==> config.mk <==
export PLATFORM = sky130hd
export DESIGN_NAME = alsu
export DESIGN_NICKNAME = d
export VERILOG_FILES = /design/src/rtl/alsu.sv
export SDC_FILE = /design/constraint.sdc
export NUM_CORES = 1
export LEC_CHECK = 0
export ABC_AREA = 1
export CAP_MARGIN = 40
export CORE_ASPECT_RATIO = 0.75
export CORE_MARGIN = 3
export CORE_UTILIZATION = 44
export CTS_BUF_LIST = sky130_fd_sc_hd__clkbuf_8
export DETAILED_ROUTE_END_ITERATION = 16
export GPL_TIMING_DRIVEN = 1
export PLACE_DENSITY = 0.66
export SLEW_MARGIN = 40
export SYNTH_ARGS = -nofsm -noshare
export SYNTH_HDL_FRONTEND = slang
export SYNTH_SLANG_ARGS = --single-unit
export TNS_END_PERCENT = 50
==> constraint.sdc <==
create_clock -name clk -period 2.6 [get_ports clk]
set_clock_uncertainty 0.1 [all_clocks]
set_input_delay 0.52 -clock clk [delete_from_list [all_inputs] [get_ports clk]]
set_output_delay 0.52 -clock clk [all_outputs]
set_load 0.05 [all_outputs]
==> src/rtl/alsu.sv <==
// Registered 3-bit arithmetic/logic/shift unit with a 6-bit result.
// Inputs are captured one clock, and the result and invalid-op LED blink are registered the next.
module alsu #(
  parameter string INPUT_PRIORITY = "A",
  parameter string FULL_ADDER     = "ON"
) (
  input  logic        clk,
  input  logic        rst,
  input  logic [2:0]  A,
  input  logic [2:0]  B,
  input  logic [2:0]  opcode,
  input  logic        cin,
  input  logic        serial_in,
  input  logic        direction,
  input  logic        red_op_A,
  input  logic        red_op_B,
  input  logic        bypass_A,
  input  logic        bypass_B,
  output logic [5:0]  out,
  output logic [15:0] leds
);

  localparam bit PRI_A   = (INPUT_PRIORITY != "B");
  localparam bit USE_CIN = (FULL_ADDER == "ON");

  logic [2:0] a_r, b_r, op_r;
  logic       cin_r, ser_r, dir_r, ra_r, rb_r, ba_r, bb_r;

  logic       invalid;
  logic [2:0] red_src;
  logic [2:0] byp_src;
  logic [5:0] result;
  logic [5:0] out_next;

  // Reduction requests are only meaningful for the AND/XOR opcodes.
  assign invalid = (op_r[2] & op_r[1]) | ((ra_r | rb_r) & (op_r[2:1] != 2'b00));

  always_comb begin
    red_src = b_r;
    if (ra_r && rb_r)
      red_src = PRI_A ? a_r : b_r;
    else if (ra_r)
      red_src = a_r;
  end

  always_comb begin
    byp_src = b_r;
    if (ba_r && bb_r)
      byp_src = PRI_A ? a_r : b_r;
    else if (ba_r)
      byp_src = a_r;
  end

  always_comb begin
    result = '0;
    case (op_r)
      3'd0: result = (ra_r | rb_r) ? {5'b0, &red_src} : {3'b0, a_r & b_r};
      3'd1: result = (ra_r | rb_r) ? {5'b0, ^red_src} : {3'b0, a_r ^ b_r};
      3'd2: result = {3'b0, a_r} + {3'b0, b_r} + {5'b0, cin_r & USE_CIN};
      3'd3: result = {3'b0, a_r} * {3'b0, b_r};
      3'd4: result = dir_r ? {out[4:0], ser_r} : {ser_r, out[5:1]};
      3'd5: result = dir_r ? {out[4:0], out[5]} : {out[0], out[5:1]};
      default: result = '0;
    endcase
  end

  always_comb begin
    out_next = result;
    if (ba_r || bb_r)
      out_next = {3'b0, byp_src};
    else if (invalid)
      out_next = '0;
  end

  always_ff @(posedge clk or posedge rst) begin
    if (rst) begin
      a_r   <= '0;
      b_r   <= '0;
      op_r  <= '0;
      cin_r <= 1'b0;
      ser_r <= 1'b0;
      dir_r <= 1'b0;
      ra_r  <= 1'b0;
      rb_r  <= 1'b0;
      ba_r  <= 1'b0;
      bb_r  <= 1'b0;
      out   <= '0;
      leds  <= '0;
    end else begin
      a_r   <= A;
      b_r   <= B;
      op_r  <= opcode;
      cin_r <= cin;
      ser_r <= serial_in;
      dir_r <= direction;
      ra_r  <= red_op_A;
      rb_r  <= red_op_B;
      ba_r  <= bypass_A;
      bb_r  <= bypass_B;
      out   <= out_next;
      leds  <= invalid ? ~leds : 16'h0000;
    end
  end

endmodule

==> run_results.csv, run 1 <==
group,metric,value,unit
run_status,status,"finished, final reports clean",
clock_network,ctsHoldBuffers,0,
timing,rsz0062_at_grt,"no",
final_layout,area_growth,30.2,%
timing,relSlewSlack,0.662,
worst_setup_path,reg2regPathDepth,10,
worst_setup_path,cp-end-kind,"flop",
synth,synth_nets,245,
drt,via_per_inst,4.60,
place,dp_worst_setup_slack,211,ps
clock_network,cts-root-buf,"clkbuf_8",
final_layout,finalNetCount,291,
worst_setup_path,r2r_setup_slack,200,ps
timing,finalHoldViolations,0,
die,chipWidth,82.7,um
die,start_util,0.468,
clock_network,clk_latency,300,ps
synth,yosysUniqueCellTypes,23,
synth,syn_area_per_cell,9.12,um^2
worst_setup_path,cp_max_fo,7,
pwr,peakVddDrop,413,uV
synth,netlist_area,1940,um^2
worst_setup_path,cp-start-kind,"flop",
final_layout,final_common_cell,"clkdlybuf4s50_1",
worst_setup_path,rr_endpoint,"out[3]$_DFF_PP0_",
die,ios,40,
drt,wirelength,3870,um
die,core,4150,um^2
worst_setup_path,cp.required,2730,ps
global_route,grt_antenna_before_repair,0,
drt,avgRoutedWirePerCell,12.3,um
clock_network,clk_path_buf_depth,2,
global_route,grt_pass1_wl,6960,um
timing,slew_viol_final,0,
place,place.gp.congestion,0.864,
timing,finalSetupViolations,0,
clock_network,post_cts_resize_count,0,
place,dp_cells,307,
timing,timing.final.crit_period,2400,ps
pwr,p_leak,1.23,nW
worst_hold_path,hold_path.class,"in -> async",
drt,drt_iter0_markers,103,
place,io_buffers,39,
clock_network,cts_tree,"yes",
pwr,powerDensity,668,nW/um^2
global_route,track_usage,0.176,
run,drv_cap,0,
final_layout,final_util,0.609,
die,rows,20,
clock_network,clock_sinks,38,
drt,ant_nets,0,
timing,fin_tns_setup,0,ps
worst_setup_path,critPathKind,"reg -> reg",
worst_setup_path,cp.arrival,2530,ps
global_route,grt_pass1_vias,1537,
drt,num_vias,1448,
clock_network,post-cts-setup-buffers,0,
synth,yosysSeqAreaShare,0.489,
timing,min_period_over_period,0.924,
clock_network,path_clk_slew,80,ps
final_layout,diodes,0,
worst_setup_path,reg2reg_from,"a_r[1]$_DFF_PP0_",
final_layout,fin_cells,315,
drt,dr.pass1.iters,4,
place,post-dp-hpwl,2900,um
synth,synth_warnings,0,
timing,fin_ws,199,ps
timing,worst_pin_slew,505,ps
synth,syn_inst,213,
synth,ys_ff_latch,38,
final_layout,mostFrequentLayoutCells,"clkdlybuf4s50_1, dfrtp_1, nor2_1",
die,die_h,63.6,um
worst_setup_path,crit_start,"a_r[1]$_DFF_PP0_",
clock_network,htree_levels,2,
clock_network,numCtsBuffers,5,
drt,route.detailed.drc,0,
final_layout,drive_gt1_frac,0.108,
timing,fmax,0.416,GHz
die,dieArea,5260,um^2
global_route,grt_max_degree,35,
global_route,grt_overflow,0,
-- stage by stage --
step | hold slack [ps] | instance area, um^2 | total power, W
final | 301 | 2530 | 0.00169
after global routing | 295 | 2530 | 0.00178
after CTS | 293 | 2530 | 0.00171
after detailed placement | 313 | 2390 | 0.00110
after global placement | 312 | 2390 | 0.00110
after floorplan | 451 | 1940 | 0.000966
-- registers in the layout, summed over array words and instances, names as in the netlist --
signal  flops
ra_r        1
a_r         3
leds       16
out         6
ser_r       1
rb_r        1
bb_r        1
ba_r        1
b_r         3
op_r        3
cin_r       1
dir_r       1
-- cells in the mapped netlist --
cell type | instances | area, um^2
dfrtp_1 | 38 | 951
nor2_1 | 37 | 139
nand2_1 | 35 | 131
inv_1 | 30 | 113
o21ai_0 | 14 | 70.1
ha_1 | 11 | 138
nor2_4 | 11 | 124
nand3_1 | 10 | 50.1
a21oi_1 | 7 | 35.0
fa_1 | 3 | 60.1
inv_2 | 2 | 7.51
nor3_1 | 2 | 10.0
o22ai_1 | 2 | 12.5
xor2_1 | 2 | 17.5
a31o_2 | 1 | 8.76
buf_12 | 1 | 20.0
buf_2 | 1 | 5.00
inv_4 | 1 | 6.26
nand4_1 | 1 | 6.26
nor2_2 | 1 | 6.26
o21a_4 | 1 | 15.0
o21ai_2 | 1 | 8.76
xnor2_1 | 1 | 8.76
-- power by group --
| part | switching (W) | internal [W] |
|---|---|---|
| Combinational | 0.000250 | 0.000148 |
| Sequential | 0.0000480 | 0.000640 |
| Clock | 0.000219 | 0.000384 |
-- final cells by class --
type	count	area [um^2]
multi-input cells	140	841
fillers	377	1620
clock buffers	5	68.8
clock inverters	3	68.8
well taps	55	68.8
flip-flops and latches	38	951
repair buffers	41	405
inverters	33	126
-- worst max-delay path by stage --
stage,end,slack [ps],cells past startpoint
5_1_grt,out[3]$_DFF_PP0_,60,10
4_1_cts,out[3]$_DFF_PP0_,190,10
6_report,out[3]$_DFF_PP0_,200,10
3_3_place_gp,out[3]$_DFF_PP0_,300,10
2_1_floorplan,out[3]$_DFF_PP0_,370,10
3_5_place_dp,out[3]$_DFF_PP0_,210,10
-- kinds of logic after synthesis --
group	count (synthesis)	synth area share
AND/OR/NAND/NOR	97	0.240
buffers and inverters	35	0.0779
XOR/XNOR	3	0.0135
AO/OA/AOI/OAI	26	0.0773
adder cells (fa/ha/maj)	14	0.102
flip-flops	38	0.489
-- worst max-delay path, stage by stage, from the launching register on --
cell and delay (ps):
dfrtp_1 460, ha_1 230, inv_1 100, xor2_1 160, ha_1 250, ha_1 220
fa_1 490, inv_1 40, o22ai_1 150, nor2_1 70, nor2_1 80
-- per-layer routing --
metal / GRT usage / vias to the layer above / routed length, um
met4: 0.0510 / 0 / 37
met3: 0.0686 / 4 / 230
met1: 0.265 / 655 / 2030
met2: 0.231 / 38 / 1570
met5: 0 / - / 0
li1: - / 751 / -
(Power assumes the default switching activity.)
==> run 2: changes to the inputs <==
--- a/config.mk
+++ b/config.mk
@@ -8,7 +8,6 @@
 export ABC_AREA = 1
 export CAP_MARGIN = 40
 export CORE_ASPECT_RATIO = 0.75
-export CORE_MARGIN = 3
 export CORE_UTILIZATION = 44
 export CTS_BUF_LIST = sky130_fd_sc_hd__clkbuf_8
 export DETAILED_ROUTE_END_ITERATION = 16
==> run_results.csv, run 2 (synthesis gave the netlist of run 1 again) <==
group,metric,value,unit
worst_setup_path,crit_family,"adder cells",
global_route,busiest_layer,"met1",
final_layout,top_register,"leds",
clock_network,path_clk_slew,80,ps
final_layout,final_common_cell,"clkdlybuf4s50_1",
final_layout,largest_register_ffs,16,
timing,fin_tns_setup,0,ps
die,chipWidth,78.7,um
timing,rsz0062_at_grt,"no",
worst_hold_path,hold_path.class,"reg -> reg",
place,place.gp.congestion,0.883,
clock_network,numCtsBuffers,5,
drt,wirelength,3640,um
drt,num_vias,1450,
worst_setup_path,rr_endpoint,"out[3]$_DFF_PP0_",
worst_setup_path,cp.arrival,2530,ps
timing,min_period_over_period,0.923,
die,ios,40,
clock_network,clock_sinks,38,
worst_setup_path,critPathKind,"reg -> reg",
final_layout,drive_gt1_frac,0.108,
global_route,grtUsageMet2,0.216,
clock_network,clk_latency,290,ps
place,io_buffers,39,
timing,fmax,0.417,GHz
drt,via_per_inst,4.60,
clock_network,cts_tree,"yes",
global_route,grt_antenna_before_repair,0,
die,core,4130,um^2
worst_setup_path,worst-path-buf-inv,2,
global_route,grt_overflow,0,
drt,ant_nets,0,
global_route,grt_max_degree,39,
global_route,grt_pass1_vias,1244,
final_layout,diodes,0,
drt,avgRoutedWirePerCell,11.5,um
final_layout,area_growth,28.0,%
worst_setup_path,max_stage_delay,480,ps
pwr,peakVddDrop,370,uV
worst_setup_path,reg2regPathDepth,10,
clock_network,post_cts_resize_count,0,
die,dieArea,4690,um^2
global_route,track_usage,0.171,
timing,relSlewSlack,0.662,
place,post-dp-hpwl,2780,um
final_layout,mostFrequentLayoutCells,"clkdlybuf4s50_1, dfrtp_1, nor2_1",
place,postPlaceCellArea,2390,um^2
timing,slew_viol_final,0,
final_layout,finalNetCount,291,
drt,route.detailed.drc,0,
worst_setup_path,slowest_stage,"fa_1",
worst_setup_path,cp-start-kind,"flop",
final_layout,largest_registers,"leds x16, out x6",
global_route,grt_pass1_wl,5860,um
clock_network,htree_levels,2,
worst_setup_path,cp_common_cell,"ha_1",
worst_setup_path,cp-end-kind,"flop",
run_status,status,"finished, final reports clean",
pwr,p_leak,1.21,nW
final_layout,final_area,2490,um^2
worst_setup_path,cp_max_fo,7,
drt,dr.pass1.iters,4,
pwr,powerDensity,607,nW/um^2
clock_network,cts-root-buf,"clkbuf_8",
worst_setup_path,r2r_setup_slack,200,ps
global_route,met3_usage,0.0462,
worst_setup_path,cp.required,2730,ps
die,rows,20,
worst_setup_path,crit_chain,"ha_1 -> inv_1 -> xor2_1 -> ha_1 -> ha_1 -> fa_1 -> inv_1 -> o22ai_1 -> nor2_1 -> nor2_1",
timing,finalSetupViolations,0,
worst_setup_path,path_depth,10,
drt,drt_iter0_markers,60,
die,start_util,0.471,
worst_setup_path,critical_path.endpoint,"out[3]$_DFF_PP0_",
clock_network,ctsHoldBuffers,0,
die,die_h,59.6,um
timing,timing.final.crit_period,2400,ps
run,drv_cap,0,
pwr,total_power,0.00151,W
clock_network,clk_path_buf_depth,2,
timing,worst_pin_slew,506,ps
worst_setup_path,reg2reg_from,"a_r[1]$_DFF_PP0_",
worst_setup_path,crit_start,"a_r[1]$_DFF_PP0_",
clock_network,post-cts-setup-buffers,0,
timing,finalHoldViolations,0,
global_route,grt_use_met1,0.268,
run 2: changes by cell type in the layout (fill, tap and decap cells not counted):
cell / previous run / this run
bufinv_16: 2 / 0
clkbuf_8: 5 / 6
clkinv_2: 0 / 1
clkinv_4: 1 / 0
clkinvlp_4: 0 / 1
run 2: final cells by class:
cell class	instances	area (um^2)
clock buffer	6	82.6
clock inverter	2	12.5
fill	376	1640
inverter	33	126
multi-input combinational	140	841
sequential	38	951
tap	55	68.8
timing repair buffer	41	405
run 2: worst min-delay path by stage:
stage                             from                  to  slack [ps]  cells past startpoint
floorplan                         A[0]    a_r[0]$_DFF_PP0_         450                      0
global placement     leds[1]$_DFF_PP0_   leds[1]$_DFF_PP0_         310                      1
detailed placement   leds[0]$_DFF_PP0_   leds[0]$_DFF_PP0_         320                      1
CTS                  leds[4]$_DFF_PP0_   leds[4]$_DFF_PP0_         330                      1
global route        leds[15]$_DFF_PP0_  leds[15]$_DFF_PP0_         340                      1
finish              leds[15]$_DFF_PP0_  leds[15]$_DFF_PP0_         320                      1
run 2: worst reg2reg max path: cells and delay by family (launching register included):
| family | cells | cell delay [ps] |
|---|---|---|
| buf+inv | 2 | 130 |
| fa+ha+maj | 4 | 1200 |
| xor+xnor | 1 | 150 |
| simple gates | 2 | 140 |
| compound gates | 1 | 150 |
| flops | 1 | 460 |
run 2: where the power goes:
| group | internal, W | leakage, nW | switching, W |
|---|---|---|---|
| registers | 0.000640 | 0.460 | 0.0000485 |
| clock network | 0.000213 | 0.0472 | 0.000211 |
| logic | 0.000148 | 0.705 | 0.000248 |
run 2: per-stage QoR:
stage          std cells  hold slack [ps]  utilization  setup WS, ps
3_3_place_gp         307              313        0.579           302
3_5_place_dp         307              316        0.579           213
5_1_grt              315              343        0.602          59.7
6_report             315              324        0.602           201
4_1_cts              315              329        0.602           189
2_1_floorplan        213              451            -           370
run 2: routing by layer:
metal	part of all wire	up-vias
met5	0	-
met4	0.0099	0
met3	0.054	4
met2	0.40	38
met1	0.53	654
li1	-	754
==> run 3: changes to the inputs <==
--- a/config.mk
+++ b/config.mk
@@ -11,6 +11,7 @@
 export CORE_UTILIZATION = 44
 export CTS_BUF_LIST = sky130_fd_sc_hd__clkbuf_8
 export DETAILED_ROUTE_END_ITERATION = 16
+export GPL_ROUTABILITY_DRIVEN = 0
 export GPL_TIMING_DRIVEN = 1
 export PLACE_DENSITY = 0.66
 export SLEW_MARGIN = 40
==> results of run 3 <==
The final DEF is identical to that of run 2; final timing and power are the same.
